<file path="src/rtl/fetch_stage_pkg.sv">
// Shared definitions for the instruction fetch stage: NOP encoding, the
// outstanding-read tracker states and PC arithmetic.
package fetch;

    localparam logic [31:0] NOP_INSTR = 32'h0000_0013;

    typedef enum logic [1:0] {
        IDLE    = 2'd0,
        WAIT    = 2'd1,
        DISCARD = 2'd2
    } tracker_state_t;

    function automatic logic [31:0] next_word(input logic [31:0] addr);
        return addr + 32'd4;
    endfunction

endpackage

</file>
<file path="src/rtl/pipeline_status.sv">
// Pipeline handshake encodings shared by every stage: forwards validity and
// backwards control (consume / hold / redirect).
package pipeline_status;

    typedef enum logic {
        FWD_BUBBLE = 1'b0,
        FWD_READY  = 1'b1
    } forwards_t;

    typedef enum logic [1:0] {
        BWD_READY = 2'd0,
        BWD_STALL = 2'd1,
        BWD_JUMP  = 2'd2
    } backwards_t;

endpackage

</file>
<file path="src/rtl/fetch_stage_skid.sv">
// Two-entry output buffer (out + skid) between instruction memory responses
// and decode; flush drops both entries, consume advances out from skid or load.
module fetch_skid_buffer
    import fetch::*;
(
    input  logic        clk,
    input  logic        rst,
    input  logic        flush_i,
    input  logic        consume_i,
    input  logic        load_i,
    input  logic [31:0] load_instr_i,
    input  logic [31:0] load_pc_i,
    output logic        out_valid_o,
    output logic [31:0] out_instr_o,
    output logic [31:0] out_pc_o,
    output logic [31:0] out_npc_o,
    output logic        skid_valid_o
);

    logic        out_valid_q, out_valid_d;
    logic [31:0] out_instr_q, out_instr_d;
    logic [31:0] out_pc_q, out_pc_d;
    logic [31:0] out_npc_q, out_npc_d;
    logic        skid_valid_q, skid_valid_d;
    logic [31:0] skid_instr_q, skid_instr_d;
    logic [31:0] skid_pc_q, skid_pc_d;

    always_comb begin
        out_valid_d  = out_valid_q;
        out_instr_d  = out_instr_q;
        out_pc_d     = out_pc_q;
        out_npc_d    = out_npc_q;
        skid_valid_d = skid_valid_q;
        skid_instr_d = skid_instr_q;
        skid_pc_d    = skid_pc_q;

        if (flush_i) begin
            out_valid_d  = 1'b0;
            skid_valid_d = 1'b0;
        end else if (consume_i) begin
            if (skid_valid_q) begin
                out_valid_d  = 1'b1;
                out_instr_d  = skid_instr_q;
                out_pc_d     = skid_pc_q;
                out_npc_d    = next_word(skid_pc_q);
                skid_valid_d = 1'b0;
            end else if (load_i) begin
                out_valid_d = 1'b1;
                out_instr_d = load_instr_i;
                out_pc_d    = load_pc_i;
                out_npc_d   = next_word(load_pc_i);
            end else begin
                out_valid_d = 1'b0;
            end
        end else if (load_i) begin
            if (!out_valid_q) begin
                out_valid_d = 1'b1;
                out_instr_d = load_instr_i;
                out_pc_d    = load_pc_i;
                out_npc_d   = next_word(load_pc_i);
            end else begin
                skid_valid_d = 1'b1;
                skid_instr_d = load_instr_i;
                skid_pc_d    = load_pc_i;
            end
        end
    end

    always_ff @(posedge clk) begin
        if (rst) begin
            out_valid_q  <= 1'b0;
            out_instr_q  <= NOP_INSTR;
            out_pc_q     <= 32'd0;
            out_npc_q    <= 32'd0;
            skid_valid_q <= 1'b0;
            skid_instr_q <= NOP_INSTR;
            skid_pc_q    <= 32'd0;
        end else begin
            out_valid_q  <= out_valid_d;
            out_instr_q  <= out_instr_d;
            out_pc_q     <= out_pc_d;
            out_npc_q    <= out_npc_d;
            skid_valid_q <= skid_valid_d;
            skid_instr_q <= skid_instr_d;
            skid_pc_q    <= skid_pc_d;
        end
    end

    // An empty output shows a NOP while the PCs keep their last values.
    assign out_valid_o  = out_valid_q;
    assign out_instr_o  = out_valid_q ? out_instr_q : NOP_INSTR;
    assign out_pc_o     = out_pc_q;
    assign out_npc_o    = out_npc_q;
    assign skid_valid_o = skid_valid_q;

endmodule

</file>
<file path="src/rtl/fetch_stage.sv">
// Instruction fetch: owns the fetch PC, keeps at most one memory read in
// flight and hands fetched words to decode through a two-entry buffer.
module fetch_stage
    import fetch::*;
    import pipeline_status::*;
#(
    parameter logic [31:0] RESET_ADDRESS = 32'h0000_0000
) (
    input  logic        clk,
    input  logic        rst,
    output logic        imem_req_out,
    output logic [31:0] imem_addr_out,
    input  logic        imem_ready_in,
    input  logic        imem_rvalid_in,
    input  logic [31:0] imem_rdata_in,
    output logic [31:0] instruction_out,
    output logic [31:0] program_counter_out,
    output logic [31:0] next_program_counter_out,
    output forwards_t   status_forwards_out,
    input  backwards_t  status_backwards_in,
    input  logic [31:0] jump_address_backwards_in
);

    tracker_state_t state_q, state_d;
    logic [31:0]    pc_q, pc_d;
    logic [31:0]    req_addr_q, req_addr_d;

    logic jump;
    logic resp_valid;
    logic resp_keep;
    logic consume;
    logic accept;
    logic skid_fill;
    logic out_valid;
    logic skid_valid;

    assign jump       = (status_backwards_in == BWD_JUMP);
    assign resp_valid = (state_q == WAIT) && imem_rvalid_in;
    assign resp_keep  = resp_valid && !jump;
    assign consume    = out_valid && (status_backwards_in == BWD_READY);

    // A response about to land in skid leaves no room for another read, so
    // it blocks a new request just as a full skid does.
    assign skid_fill    = resp_valid && out_valid && !consume;
    assign imem_req_out = !rst && !jump && !skid_valid && !skid_fill &&
                          ((state_q == IDLE) || resp_valid);
    assign accept        = imem_req_out && imem_ready_in;
    assign imem_addr_out = pc_q;

    always_comb begin
        state_d    = state_q;
        pc_d       = pc_q;
        req_addr_d = req_addr_q;

        if (jump) begin
            pc_d = jump_address_backwards_in & 32'hFFFF_FFFC;
            case (state_q)
                WAIT:    state_d = imem_rvalid_in ? IDLE : DISCARD;
                DISCARD: state_d = imem_rvalid_in ? IDLE : DISCARD;
                default: state_d = IDLE;
            endcase
        end else if (accept) begin
            req_addr_d = pc_q;
            pc_d       = next_word(pc_q);
            state_d    = WAIT;
        end else if ((state_q != IDLE) && imem_rvalid_in) begin
            state_d = IDLE;
        end
    end

    always_ff @(posedge clk) begin
        if (rst) begin
            state_q    <= IDLE;
            pc_q       <= RESET_ADDRESS;
            req_addr_q <= RESET_ADDRESS;
        end else begin
            state_q    <= state_d;
            pc_q       <= pc_d;
            req_addr_q <= req_addr_d;
        end
    end

    fetch_skid_buffer u_buffer (
        .clk          (clk),
        .rst          (rst),
        .flush_i      (jump),
        .consume_i    (consume),
        .load_i       (resp_keep),
        .load_instr_i (imem_rdata_in),
        .load_pc_i    (req_addr_q),
        .out_valid_o  (out_valid),
        .out_instr_o  (instruction_out),
        .out_pc_o     (program_counter_out),
        .out_npc_o    (next_program_counter_out),
        .skid_valid_o (skid_valid)
    );

    assign status_forwards_out = out_valid ? FWD_READY : FWD_BUBBLE;

endmodule

</file>
<file path="config.mk">
export PLATFORM = sky130hd
export DESIGN_NAME = fetch_stage
export DESIGN_NICKNAME = d
export VERILOG_FILES = /design/src/rtl/fetch_stage_pkg.sv /design/src/rtl/pipeline_status.sv /design/src/rtl/fetch_stage_skid.sv /design/src/rtl/fetch_stage.sv
export SDC_FILE = /design/constraint.sdc
export NUM_CORES = 1
export LEC_CHECK = 0
export ABC_CLOCK_PERIOD_IN_PS = 4310
export BUFFER_PORTS_ARGS = -buffer_cell sky130_fd_sc_hd__buf_2
export CELL_PAD_IN_SITES_DETAIL_PLACEMENT = 1
export CELL_PAD_IN_SITES_GLOBAL_PLACEMENT = 1
export CORE_MARGIN = 5
export CORE_UTILIZATION = 30
export CTS_CLUSTER_SIZE = 40
export DETAILED_ROUTE_END_ITERATION = 6
export PLACE_DENSITY = 0.61
export SLEW_MARGIN = 20
export SYNTH_ARGS = -nofsm -noshare
export SYNTH_HDL_FRONTEND = slang
export SYNTH_SLANG_ARGS = --single-unit
export TNS_END_PERCENT = 20
</file>
<file path="constraint.sdc">
create_clock -name clk -period 4.31 [get_ports clk]
set_clock_uncertainty 0.05 [all_clocks]
set_input_delay 0.2155 -clock clk [delete_from_list [all_inputs] [get_ports clk]]
set_output_delay 0.2155 -clock clk [all_outputs]
set_load 0.005 [all_outputs]
</file>
=== After elaboration in Yosys (flattened, before gate mapping) ===
Cells that the tools add are included.

* Eq/ne operators: 4
* Multiplexer cells: 28
* Reductions and logical operators: 31
* Bitwise logic cells: 2
* Add/sub/neg operators: 3

{| class="wikitable"
|+ Operator list
! cell !! count
|-
| 2-to-1 mux 32 bit || 18
|-
| adder 32 x 3 -> 32 bit, second input constant || 3
|-
| logical AND 1 bit || 11
|-
| 2-to-1 mux 2 bit || 5
|-
| AND reduction 4 bit || 2
|-
| nonzero test 2 bit || 4
|-
| logical NOT 1 bit || 5
|-
| 2-to-1 mux 1 bit || 5
|-
| equality test 2 bit, second input constant || 2
|-
| logical NOT 2 bit || 2
|-
| AND reduction 2 bit || 2
|-
| OR reduction 2 bit || 2
|-
| nonzero test 3 bit || 1
|-
| OR reduction 3 bit || 1
|-
| equality test 2 x 1 -> 1 bit, second input constant || 1
|-
| != test 2 bit, second input constant || 1
|-
| inverter 1 bit || 2
|-
| logical OR 1 bit || 1
|}

* Output and inout bits: 130
* Flip-flop bits (word level): 228
* Input bits: 70
* Word-level logic and storage cells: 79

=== Depth between registers and ports, before layout ===
Gate-level depths: netlist of the first run.

* Word-level depth: 10
* Mapped depth: 10
* Depth with buffers taken out: 7

=== Hierarchy ===
A second synthesis of the first run with hierarchy kept.

* Cells, all modules: 1450
* Area, all modules: 10985.5 µm²

{| class="wikitable"
|+ By module, submodules not included
! module !! instances !! cells an instance !! sequential area each (µm²) !! area each (µm²)
|-
| fetch_skid_buffer || 1 || 1026 || 3203.1 || 7752.4
|-
| fetch_stage || 1 || 424 || 1241.2 || 3233.1
|}

=== Worst setup path before layout of the first run ===
OpenSTA, ideal clock, no wires.

* Kind: reg2reg
* Start point: register state_q[1]
* End point: register pc_q[24] (netlist: imem_addr_out[24])
* Arrival time: 2.092 ns
* Period minus slack after synthesis: 2.275 ns
* Buffers on the path: 2
* Cell stages (with the launch flop): 10
* Data required time: 4.127 ns
* Setup time: 0.133 ns
* Slack: 2.035 ns
* Cell sequence: dfxtp_1 > inv_1 > ha_1 > clkbuf_1 > o2111a_1 > nor4b_4 > nand4_2 > buf_2 > o311ai_0 > a31oi_1

* Longest elaborated chain between the ends: 9
* Elaborated cells between the ends (all ways): 11
* Those cells by class: eq/ne: 1; reduce/logical: 10

{| class="wikitable"
|+ Ends and longest elaborated chain
! what !! RTL line !! source
|-
| start, declared || fetch_stage.sv:24 || <nowiki>tracker_state_t state_q, state_d;</nowiki>
|-
| start signal, assigned || fetch_stage.sv:77 || <nowiki>state_q <= state_d;</nowiki>
|-
| equality test 2 x 1 -> 1 bit || fetch_stage.sv:38 || <nowiki>assign resp_valid = (state_q == WAIT) && imem_rvalid_in;</nowiki>
|-
| logical AND 1 bit || fetch_stage.sv:38 ||
|-
| logical AND 1 bit (2 in a row) || fetch_stage.sv:44 || <nowiki>assign skid_fill = resp_valid && out_valid && !consume;</nowiki>
|-
| logical NOT 1 bit || fetch_stage.sv:45 || <nowiki>assign imem_req_out = !rst && !jump && !skid_valid && !skid_fill &&</nowiki>
|-
| logical AND 1 bit || fetch_stage.sv:45 ||
|-
| logical AND 1 bit * || fetch_stage.sv:45 ||
|-
| named net imem_req_out || fetch_stage.sv:11 || <nowiki>output logic imem_req_out,</nowiki>
|-
| logical AND 1 bit * || fetch_stage.sv:47 || <nowiki>assign accept = imem_req_out && imem_ready_in;</nowiki>
|-
| nonzero test 2 bit (no source line) * || n/a ||
|-
| end signal, assigned || fetch_stage.sv:78 || <nowiki>pc_q <= pc_d;</nowiki>
|-
| end, declared || fetch_stage.sv:25 || <nowiki>logic [31:0] pc_q, pc_d;</nowiki>
|}

The timed path passes the listed nets; every way through them passes the cells marked *.
A chain may end at the register's enable or synchronous reset.

=== Final worst setup path of the first run ===
* Start point: register pc_q[6] (netlist: imem_addr_out[6])
* End point: register pc_q[24] (netlist: imem_addr_out[24])

* Longest elaborated chain between the ends: 3

{| class="wikitable"
|+ Ends and longest elaborated chain
! what !! RTL line !! source
|-
| adder 32 x 3 -> 32 bit || fetch_stage_pkg.sv:14 || <nowiki>return addr + 32'd4;</nowiki>
|-
| 2-to-1 mux 32 bit || fetch_stage.sv:62 || <nowiki>end else if (accept) begin</nowiki>
|-
| 2-to-1 mux 32 bit || fetch_stage.sv:55 || <nowiki>if (jump) begin</nowiki>
|}

Every way passes these cells. The select of a mux whose other input is x is not followed.

==> impl_metrics.env, run 1 <==
export IMPL_floorplan_die_area_mm2=0.0391
export IMPL_grt_start_max_net_pins=96
export IMPL_layout_cells_most_common="nand2_1"
export IMPL_grt_pass1_vias=10700
export IMPL_syn_cell_area_mm2=0.0106
export IMPL_grt_overflow_total=0
export IMPL_reg2reg_setup_slack_ps=1470
export IMPL_worst_case_reg_to_reg_path_depth=5
export IMPL_cp_max_fo=14
export IMPL_numCtsBuffers=27
export IMPL_grt_util_met2_pct=30.2
export IMPL_drt_first_pass_iters=5
export IMPL_grt_busiest_layer="met2"
export IMPL_rr_startpoint="imem_addr_out[6]$_SDFFE_PP0P_"
export IMPL_status="finished, final reports clean"
export IMPL_postRouteAntennaNets=0
export IMPL_die_w_um=198
export IMPL_cpLargestDelayFamily="simple AND/OR/NAND/NOR gates"
export IMPL_core_rows=68
export IMPL_synth_area_per_cell_um2=7.50
export IMPL_clock_tree_root_cell="clkbuf_16"
export IMPL_peak_ir_drop_on_the_vdd_network_mv=0.310
export IMPL_wirelength_um=37900
export IMPL_design_core_area_mm2=0.0346
export IMPL_sequential_share_of_the_synthesized_area_pct=41.3
export IMPL_timing_max_slew_rel_slack_pct=27.4
export IMPL_crit_path_top_delay_cell="nor4_1"
export IMPL_routed_via_density=5.17
export IMPL_num_io_pins=200
export IMPL_worst_hold_path_num_cells=3
export IMPL_share_of_layout_cells_above_drive_strength_1_pct=16.6
export IMPL_die_height_um=198
export IMPL_first_iter_violations=491
export IMPL_worst_setup_path_endpoint="imem_addr_out[24]$_SDFFE_PP0P_"
export IMPL_met1_usage_pct=26.5
export IMPL_holdCritPathClass="in -> reg"
export IMPL_min_period_ps=2840
export IMPL_rr_endpoint="imem_addr_out[24]$_SDFFE_PP0P_"
export IMPL_worst_slew_pin_slew_ps=1090
export IMPL_postSynthCellCount=1408
export IMPL_ctsHtreeMaxLevel=1
export IMPL_net_switching_power_uw=1130
export IMPL_dp_cells=1947
export IMPL_timing_setup_tns_ps=0
export IMPL_clockPowerShare_pct=50.8
export IMPL_critical_path_depth=5
export IMPL_gpl_final_weighted_congestion=0.850
export IMPL_internal_portion_of_total_power_uw=3790
export IMPL_yosys_cell_types_count=61
export IMPL_areaGrowthSynthToFinish_pct=26.6
export IMPL_highest_clock_frequency_the_design_can_meet_ghz=0.353
export IMPL_worst_setup_path_type="reg -> reg"
export IMPL_reported_leakage_power_uw=0.00477
export IMPL_report_final_hold_viol_count=0
export IMPL_cp_data_required_time_ps=4730
export IMPL_cts_resized=0
export IMPL_min_period_over_period_pct=65.8
export IMPL_final_instance_count_excl_fill=2059
export IMPL_clock_latency_ps=540
export IMPL_antenna_found_initial=1
export IMPL_setup_violations_final=0
export IMPL_timing_critical_path_from="imem_addr_out[6]$_SDFFE_PP0P_"
export IMPL_clock_path_buffers=3
export IMPL_via_count=10600
export IMPL_setup_worst_path_end_class="flip-flop"
export IMPL_cts_num_sinks=218
export IMPL_critPathBufInv=0
export IMPL_detailed_place_hpwl_um=25100
export IMPL_power_per_cell_area_mw_per_mm2=368
export IMPL_maxCapViolCount=0
export IMPL_num_nets_final=1658
export IMPL_wire_per_inst_um=18.4
export IMPL_cts_post_setup_buffers_inserted=0
export IMPL_grtUsageMet3_pct=2.78
export IMPL_most_common_layout_cells="401 x nand2_1, 218 x dfxtp_1, 190 x buf_2"
export IMPL_postSynth_topFlopCell="dfxtp_1"
export IMPL_worst_endpoint_arrival_ps=3260
export IMPL_rsz0062_at_grt="false"
export IMPL_proportion_of_synthesized_flip_flops_having_asynchronous_set_or_reset_pct=0
export IMPL_hold_buf_count_cts=62
export IMPL_swShare_pct=23.0
export IMPL_timing_max_transition_violations_final=0
export IMPL_detail_route_drc_violations=0
export IMPL_cts_reportedPaths_clkPinSlew_ps=60
export IMPL_cp_slowest_stage_delay_ps=760
export IMPL_ys_ff_latch=218
export IMPL_place_port_buffers=191
export IMPL_layout_filler_cells=4226
export IMPL_grt_pass1_wl_um=59700
export IMPL_sequentialPowerShare_pct=42.8
export IMPL_ys_warnings_count=0
export IMPL_clock_tree_from_tritoncts="built"
export IMPL_timing_critical_path_cells="nand4_1 > nor4_1 > nand4_2 > or4_1 > a31oi_1"
export IMPL_number_of_enable_flip_flop_cells_after_synthesis=0
export IMPL_initial_utilization_pct=30.5
export IMPL_worstSetupStartpointType="flip-flop"
export IMPL_combinationalPowerShare_pct=6.4
export IMPL_global_route_usage_total_pct=18.6
[worst min-delay path: stages]
cell     delay [ps]
buf_2           150
a21oi_1         150
nor3_1           50
[metal layers]
metal / wire length, um / share of wire [%] / vias up
li1: - / - / 5265
met1: 18200 / 48 / 5126
met2: 17200 / 45 / 212
met3: 1820 / 4.8 / 38
met4: 648 / 1.7 / 2
met5: 13 / 0.034 / -
[worst min path at each step]
stage	start	end	slack, ps
after floorplan	imem_rdata_in[0]	u_buffer.skid_instr_q[0]$_SDFFE_PP1P_	290
after global placement	u_buffer.out_npc_o[10]$_SDFFE_PP0P_	u_buffer.out_npc_o[10]$_SDFFE_PP0P_	390
after detailed placement	u_buffer.out_npc_o[10]$_SDFFE_PP0P_	u_buffer.out_npc_o[10]$_SDFFE_PP0P_	400
after CTS	imem_rvalid_in	u_buffer.out_valid_o$_SDFFE_PP0N_	4
after global routing	imem_rvalid_in	state_q[1]$_SDFFE_PP0P_	50
final	imem_rvalid_in	u_buffer.out_valid_o$_SDFFE_PP0N_	30
[stage by stage]
step	setup WS, ps	instance area [um^2]	total power [uW]	util, %	hold WS [ps]
after global routing	1320	13400	5110	38.6	48.4
after detailed placement	1560	11800	2420	34.0	395
after CTS	1530	13400	4980	38.6	3.85
final	1470	13400	4920	38.6	27.0
after global placement	1620	11800	2410	34.0	391
after floorplan	2030	10600	2290	-	290
[cell type report]
type / instances / area (um^2) / area share [%]
well taps: 455 / 569 / 4.26
clock inverters: 12 / 218 / 1.63
flip-flops and latches: 218 / 4360 / 32.6
repair buffers: 269 / 1720 / 12.8
clock buffers: 37 / 763 / 5.71
inverters: 15 / 56.3 / 0.421
multi-input cells: 1052 / 5680 / 42.5
diodes: 1 / 2.50 / 0.0187
[logic make-up after synthesis]
kind of cell / synth area share [%]
AOI/OAI and AO/OA: 18.6
xor gates and xnor gates: 2.41
adders and majority gates: 0.592
buffers and inverters: 5.58
DFF: 41.3
muxes: 0.581
other: 0.0355
and+or+nand+nor: 30.9
[flip-flops by register name, indices dropped and copies added (netlist names)]
signal                 count
u_buffer.out_instr_q      32
imem_addr_out             30
req_addr_q                30
state_q                    2
u_buffer.skid_pc_q        30
u_buffer.out_valid_o       1
u_buffer.skid_valid_o      1
u_buffer.skid_instr_q     32
u_buffer.out_npc_o        30
u_buffer.out_pc_o         30
[synth_stat cells, drive strengths merged, types with 2 or more instances]
master | count | area (um^2)
o21a | 2 | 15.0
nor2b | 2 | 12.5
a21oi | 113 | 566
and3 | 4 | 25.0
nand2 | 401 | 1510
a32oi | 2 | 17.5
clkbuf | 101 | 383
and2 | 33 | 206
mux2i | 5 | 50.1
buf | 27 | 150
o211ai | 25 | 188
nor4b | 2 | 32.5
a311o | 2 | 20.0
nor2 | 83 | 312
and4 | 8 | 70.1
o41ai | 2 | 17.5
ha | 5 | 62.6
a221o | 2 | 20.0
o311ai | 4 | 35.0
a2bb2oi | 3 | 26.3
nand3 | 51 | 260
nor3 | 22 | 110
o31ai | 4 | 30.0
or2 | 3 | 18.8
a32o | 6 | 60.1
or4 | 8 | 60.1
o31a | 8 | 70.1
inv | 15 | 56.3
o21ai | 24 | 120
nand3b | 11 | 82.6
a31oi | 27 | 169
xor2 | 12 | 105
dfxtp | 218 | 4360
nor4 | 16 | 113
a311oi | 60 | 526
a211oi | 2 | 15.0
nand4 | 23 | 150
or3 | 32 | 200
nand2b | 11 | 68.8
xnor2 | 17 | 149
[power groups by stage]
| stage | clock, uW | sequential [uW] | combinational [uW] |
|---|---|---|---|
| final | 2500 | 2100 | 313 |
| after global routing | 2650 | 2110 | 350 |
| after CTS | 2570 | 2100 | 317 |
| after detailed placement | 0 | 2150 | 272 |
| after global placement | 0 | 2150 | 270 |
| after floorplan | 0 | 2130 | 161 |
No activity file was read; power rests on OpenSTA's default activity.
==> run 2: changes to the inputs <==
ABC_CLOCK_PERIOD_IN_PS = 2300   (was 4310)
PLACE_DENSITY = 0.63   (was 0.61)
clock period = 2.3 ns   (was 4.31 ns; I/O delays follow)
==> run 2 against run 1 <==
Net effect:
- cell count up 4.5%
- final area up 6.3%
- first-iteration DRC count down 3.9%
- setup slack worse by 1300 ps
- routed wire length up 2.5%
- via count up 3.7%
- sequential power up 87%
- non-clock buffer count up 97
- core utilization up 2.4 points
- largest cell class unchanged
==> impl_metrics.env, run 2 (same netlist as run 1, synthesis figures left out) <==
export IMPL_num_nets_final=1754
export IMPL_layout_cell_area_non_filler_mm2=0.0142
export IMPL_worst_hold_path_num_cells=4
export IMPL_setup_worst_path_end_class="output port"
export IMPL_grt_pass1_wl_um=61300
export IMPL_cts_num_sinks=218
export IMPL_maxCapViolCount=0
export IMPL_power_total_uw=8970
export IMPL_rr_startpoint="u_buffer.skid_pc_q[11]$_SDFFE_PP0P_"
export IMPL_grt_busiest_layer="met2"
export IMPL_net_switching_power_uw=2100
export IMPL_peak_ir_drop_on_the_vdd_network_mv=0.448
export IMPL_hold_end="u_buffer.out_npc_o[13]$_SDFFE_PP0P_"
export IMPL_dpl_instance_area_mm2=0.0126
export IMPL_crit_path_top_delay_cell="dfxtp_2"
export IMPL_core_rows=68
export IMPL_most_common_layout_cells="401 x nand2_1, 216 x dfxtp_1, 190 x buf_2"
export IMPL_reg2reg_setup_slack_ps=140
export IMPL_ctsHtreeMaxLevel=1
export IMPL_sequentialPowerShare_pct=43.7
export IMPL_worst_setup_path_type="reg -> out"
export IMPL_clock_tree_from_tritoncts="built"
export IMPL_antenna_diode_count=0
export IMPL_via_count=11000
export IMPL_global_route_usage_total_pct=19.0
export IMPL_grt_util_met2_pct=30.9
export IMPL_worst_endpoint_arrival_ps=1990
export IMPL_postRouteAntennaNets=0
export IMPL_dp_cells=2038
export IMPL_grt_start_max_net_pins=87
export IMPL_grtUsageMet3_pct=2.92
export IMPL_place_port_buffers=191
export IMPL_cp_max_fo=4
export IMPL_reported_leakage_power_uw=0.00527
export IMPL_holdCritPathClass="in -> reg"
export IMPL_detailed_place_hpwl_um=26800
export IMPL_areaGrowthSynthToFinish_pct=34.6
export IMPL_routed_via_density=5.13
export IMPL_combinationalPowerShare_pct=7.7
export IMPL_floorplan_die_area_mm2=0.0391
export IMPL_die_w_um=198
export IMPL_clock_latency_ps=530
export IMPL_cpLargestDelayFamily="buffers and inverters"
export IMPL_antenna_found_initial=0
export IMPL_wirelength_um=38900
export IMPL_cp_slowest_stage_delay_ps=320
export IMPL_highest_clock_frequency_the_design_can_meet_ghz=0.464
export IMPL_timing_max_transition_violations_final=0
export IMPL_critPathBufInv=4
export IMPL_timing_critical_path_cells="inv_1 > ha_2 > o2111a_2 > nor4b_4 > buf_4 > buf_12 > buf_2"
export IMPL_share_of_layout_cells_above_drive_strength_1_pct=21.4
export IMPL_critical_path_depth=7
export IMPL_cts_reportedPaths_clkPinSlew_ps=60
export IMPL_drt_first_pass_iters=5
export IMPL_detail_route_drc_violations=0
export IMPL_worstSetupStartpointType="flip-flop"
export IMPL_timing_max_slew_rel_slack_pct=37.6
export IMPL_setup_violations_final=0
export IMPL_design_core_area_mm2=0.0346
export IMPL_final_instance_count_excl_fill=2152
export IMPL_grt_overflow_total=0
export IMPL_clock_tree_root_cell="clkbuf_16"
export IMPL_report_final_hold_viol_count=0
export IMPL_min_period_over_period_pct=93.8
export IMPL_clock_path_buffers=3
export IMPL_gpl_final_weighted_congestion=0.846
export IMPL_grt_pass1_vias=11200
export IMPL_worst_slew_pin_slew_ps=936
export IMPL_layout_cells_most_common="nand2_1"
export IMPL_cp_data_required_time_ps=2130
export IMPL_hold_path_startpoint="rst"
export IMPL_clockPowerShare_pct=48.7
export IMPL_met1_usage_pct=26.8
export IMPL_internal_portion_of_total_power_uw=6880
export IMPL_power_per_cell_area_mw_per_mm2=632
export IMPL_status="finished, final reports clean"
export IMPL_rr_endpoint="u_buffer.out_npc_o[17]$_SDFFE_PP0P_"
export IMPL_worst_case_reg_to_reg_path_depth=5
export IMPL_initial_utilization_pct=30.5
export IMPL_layout_top_registers="u_buffer.out_instr_q x32, u_buffer.skid_instr_q x32"
export IMPL_wire_per_inst_um=18.1
export IMPL_numCtsBuffers=26
export IMPL_swShare_pct=23.4
export IMPL_first_iter_violations=472
export IMPL_die_height_um=198
export IMPL_min_period_ps=2160
export IMPL_num_io_pins=200
-- run 2: cell count changes in the layout (fill, tap and decap cells not counted), moves of 2 or more --
cell,change
clkinv_2,+2
buf_12,+10
dfxtp_1,-2
dlygate4sd3_1,+2
bufinv_16,-2
buf_4,+81
dfxtp_2,+2
buf_6,+2
-- run 2: repair_timing --
item | CTS | global route
endpoints found under the hold margin | 116 | 0
setup endpoints to repair | 2 | 25
setup buffers | 0 | 3
hold buffers | 64 | 0
gates resized for setup | 0 | 10
gates cloned | 0 | 1
pin swaps | 0 | 6
-- run 2: layer usage --
| metal | routed length (um) | vias to the layer above |
|---|---|---|
| li1 | - | 5453 |
| met1 | 18600 | 5309 |
| met2 | 17700 | 226 |
| met3 | 1830 | 44 |
| met4 | 725 | 0 |
| met5 | 0 | - |
-- run 2: cell type report --
type,count,area [um^2]
fillers,4182,20400
multi-input cells,1052,5700
flip-flops and latches,218,4370
repair buffers,366,2620
clock buffers,36,749
well taps,455,569
clock inverters,10,150
inverters,15,56.3
-- run 2: power groups by stage --
stage          Sequential (uW)  Clock [uW]  Combinational (uW)
6_report                  3920        4370                 687
5_1_grt                   3930        4630                 754
3_3_place_gp              4000           0                 574
3_5_place_dp              4000           0                 583
2_1_floorplan             4000           0                 301
4_1_cts                   3920        4470                 671
-- run 2: worst max-delay path by stage --
stage          slack [ps]                             end                     from
5_1_grt               -10  imem_addr_out[29]$_SDFFE_PP0P_  state_q[1]$_SDFFE_PP0P_
3_3_place_gp           50  imem_addr_out[18]$_SDFFE_PP0P_  state_q[1]$_SDFFE_PP0P_
6_report              140                    imem_req_out  state_q[1]$_SDFFE_PP0P_
2_1_floorplan          20  imem_addr_out[24]$_SDFFE_PP0P_  state_q[1]$_SDFFE_PP0P_
3_5_place_dp            8  imem_addr_out[18]$_SDFFE_PP0P_  state_q[1]$_SDFFE_PP0P_
4_1_cts                -2  imem_addr_out[18]$_SDFFE_PP0P_  state_q[1]$_SDFFE_PP0P_
-- run 2: tightest hold or removal path: stages --
cell     delay (ps)
buf_6           160
nor2_1          140
o21ai_0          90
o21ai_0          70
-- run 2: per-stage QoR --
step	hold WS [ps]	setup WS, ps	util [%]	setup TNS (ps)
floorplan	189	25.0	-	0
global placement	297	47.0	36.3	0
detailed placement	307	8.40	36.3	0
CTS	16.2	-2.20	40.8	-3.19
global route	65.0	-13.0	41.0	-13.0
finish	54.1	143	41.0	0
==> run 3: changes to the inputs <==
SETUP_SLACK_MARGIN = 0.5   (was unset)
==> run 3 against run 2 <==
Net effect:
- highest routed layer unchanged
- total power up 4.1%
- critical path depth up 1
- final area up 10%
- global-route usage up 1.6 points
- clock power up 4.8%
- die area unchanged
- setup slack better by 97 ps
- largest cell class unchanged
- cell count up 2.9%
- flip-flop and latch count unchanged
- largest power group unchanged
- combinational power up 23%
- sequential share of layout area down 2.7 points
==> impl_metrics.env, run 3 (same netlist as run 1, synthesis figures left out) <==
export IMPL_status="finished, final reports clean"
export IMPL_timing_critical_path_from="state_q[1]$_SDFFE_PP0P_"
export IMPL_power_per_cell_area_mw_per_mm2=597
export IMPL_initial_utilization_pct=30.5
export IMPL_global_route_usage_total_pct=20.6
export IMPL_fin_ws_ps=240
export IMPL_wire_per_inst_um=20.0
export IMPL_dp_worst_setup_slack_ps=63.4
export IMPL_clock_tree_from_tritoncts="built"
export IMPL_reg2reg_setup_slack_ps=240
export IMPL_layout_top_registers="u_buffer.out_instr_q x32, u_buffer.skid_instr_q x32"
export IMPL_wirelength_um=44200
export IMPL_antenna_diode_count=0
export IMPL_first_iter_violations=506
export IMPL_cp_max_fo=8
export IMPL_core_rows=68
export IMPL_highest_clock_frequency_the_design_can_meet_ghz=0.486
export IMPL_clock_latency_ps=540
export IMPL_die_w_um=198
export IMPL_power_total_uw=9350
export IMPL_postRouteAntennaNets=0
export IMPL_worst_endpoint_arrival_ps=2470
export IMPL_setup_violations_final=0
export IMPL_timing_max_slew_rel_slack_pct=51.2
export IMPL_share_of_layout_cells_above_drive_strength_1_pct=29.6
export IMPL_num_io_pins=200
export IMPL_met1_usage_pct=28.0
export IMPL_timing_setup_tns_ps=0
export IMPL_cts_num_sinks=218
export IMPL_antenna_found_initial=0
export IMPL_layout_filler_cells=4114
export IMPL_setup_worst_path_end_class="flip-flop"
export IMPL_layout_cells_most_common="nand2_1"
export IMPL_holdCritPathClass="in -> reg"
export IMPL_cp_data_required_time_ps=2710
export IMPL_grt_util_met2_pct=34.5
export IMPL_gpl_final_weighted_congestion=0.845
export IMPL_reported_leakage_power_uw=0.00585
export IMPL_grt_pass1_wl_um=65500
export IMPL_final_instance_count_excl_fill=2215
export IMPL_worstSetupStartpointType="flip-flop"
export IMPL_grt_start_max_net_pins=134
export IMPL_die_height_um=198
export IMPL_worst_case_reg_to_reg_path_depth=8
export IMPL_place_port_buffers=191
export IMPL_design_core_area_mm2=0.0346
export IMPL_num_nets_final=1816
export IMPL_detail_route_drc_violations=0
export IMPL_cts_reportedPaths_clkPinSlew_ps=60
export IMPL_areaGrowthSynthToFinish_pct=48.3
export IMPL_min_period_over_period_pct=89.6
export IMPL_routed_via_density=5.28
export IMPL_timing_max_transition_violations_final=0
export IMPL_maxCapViolCount=0
export IMPL_drt_first_pass_iters=5
export IMPL_dp_cells=2029
export IMPL_report_final_hold_viol_count=0
export IMPL_rr_startpoint="state_q[1]$_SDFFE_PP0P_"
export IMPL_via_count=11700
export IMPL_worst_setup_path_endpoint="imem_addr_out[31]$_SDFFE_PP0P_"
export IMPL_worst_setup_path_type="reg -> reg"
export IMPL_rr_endpoint="imem_addr_out[31]$_SDFFE_PP0P_"
export IMPL_rsz0062_at_grt="true"
export IMPL_floorplan_die_area_mm2=0.0391
export IMPL_detailed_place_hpwl_um=26600
export IMPL_ctsHtreeMaxLevel=1
export IMPL_grt_busiest_layer="met2"
export IMPL_peak_ir_drop_on_the_vdd_network_mv=0.535
export IMPL_grtUsageMet3_pct=3.09
export IMPL_most_common_layout_cells="396 x nand2_1, 199 x dfxtp_1, 191 x buf_2"
export IMPL_worst_slew_pin_slew_ps=731
export IMPL_clock_tree_root_cell="clkbuf_16"
export IMPL_numCtsBuffers=27
export IMPL_clock_path_buffers=3
export IMPL_grt_pass1_vias=11600
export IMPL_grt_overflow_total=0
export IMPL_min_period_ps=2060
run 3: cell count changes in the layout (fill, tap and decap cells not counted), sizes merged:
cell    change
buf        +50
or4         +1
bufbuf      +1
nand3       +1
or3         +1
clkbuf      +9
inv         +1
clkinv      -1
run 3: area by class of cell:
class	count	area [um^2]	share of cell area, %
multi-input combinational	1055	6160	39.4
sequential	218	4400	28.1
timing repair buffer	424	3530	22.5
clock buffer	38	797	5.09
tap	455	569	3.63
clock inverter	10	154	0.983
inverter	15	56.3	0.359
run 3: per-layer routing:
| metal | up-vias | wire (um) |
|---|---|---|
| li1 | 5611 | - |
| met1 | 5722 | 19700 |
| met2 | 283 | 20900 |
| met3 | 75 | 2450 |
| met4 | 0 | 1120 |
| met5 | - | 0 |
run 3: per-stage QoR:
stage | instance area (um^2) | hold WS [ps] | utilization [%]
floorplan | 10600 | 189 | -
global placement | 12500 | 306 | 36.1
detailed placement | 12500 | 314 | 36.1
CTS | 15000 | 20.6 | 43.3
global route | 15700 | 40.9 | 45.2
finish | 15700 | 37.6 | 45.2
run 3: critical path: stages, from the launching register on:
cell	delay [ps]
dfxtp_2	330
inv_2	50
ha_4	170
o2111a_2	150
nor4b_4	270
buf_12	170
nand2_1	160
or4_1	470
a31oi_1	160
run 3: report_power, final:
| group | total, uW | internal (uW) | switching [uW] |
|---|---|---|---|
| Sequential | 3920 | 3850 | 68.4 |
| Combinational | 847 | 411 | 435 |
| Clock | 4580 | 2840 | 1730 |
| Total | 9350 | 7110 | 2240 |
run 3: what timing repair did:
item / 4_1_cts / 5_1_grt
hold buffers: 64 / 0
buffers inserted: 37 / 13
gates resized for setup: 88 / 83
setup endpoints to repair: 187 / 188
pin swaps: 43 / 34
hold endpoints to repair: 100 / 0
gates cloned: 13 / 11
run 3: worst min-delay path by stage:
stage	start	endpoint	slack, ps	cells after the start
global placement	imem_rdata_in[4]	u_buffer.skid_instr_q[4]$_SDFFE_PP1P_	310	3
CTS	status_backwards_in[0]	u_buffer.out_valid_o$_SDFFE_PP0N_	20	4
detailed placement	imem_rdata_in[4]	u_buffer.skid_instr_q[4]$_SDFFE_PP1P_	310	3
finish	status_backwards_in[0]	u_buffer.out_valid_o$_SDFFE_PP0N_	40	4
global route	status_backwards_in[0]	u_buffer.out_valid_o$_SDFFE_PP0N_	40	4
floorplan	imem_rdata_in[0]	u_buffer.skid_instr_q[0]$_SDFFE_PP1P_	190	2
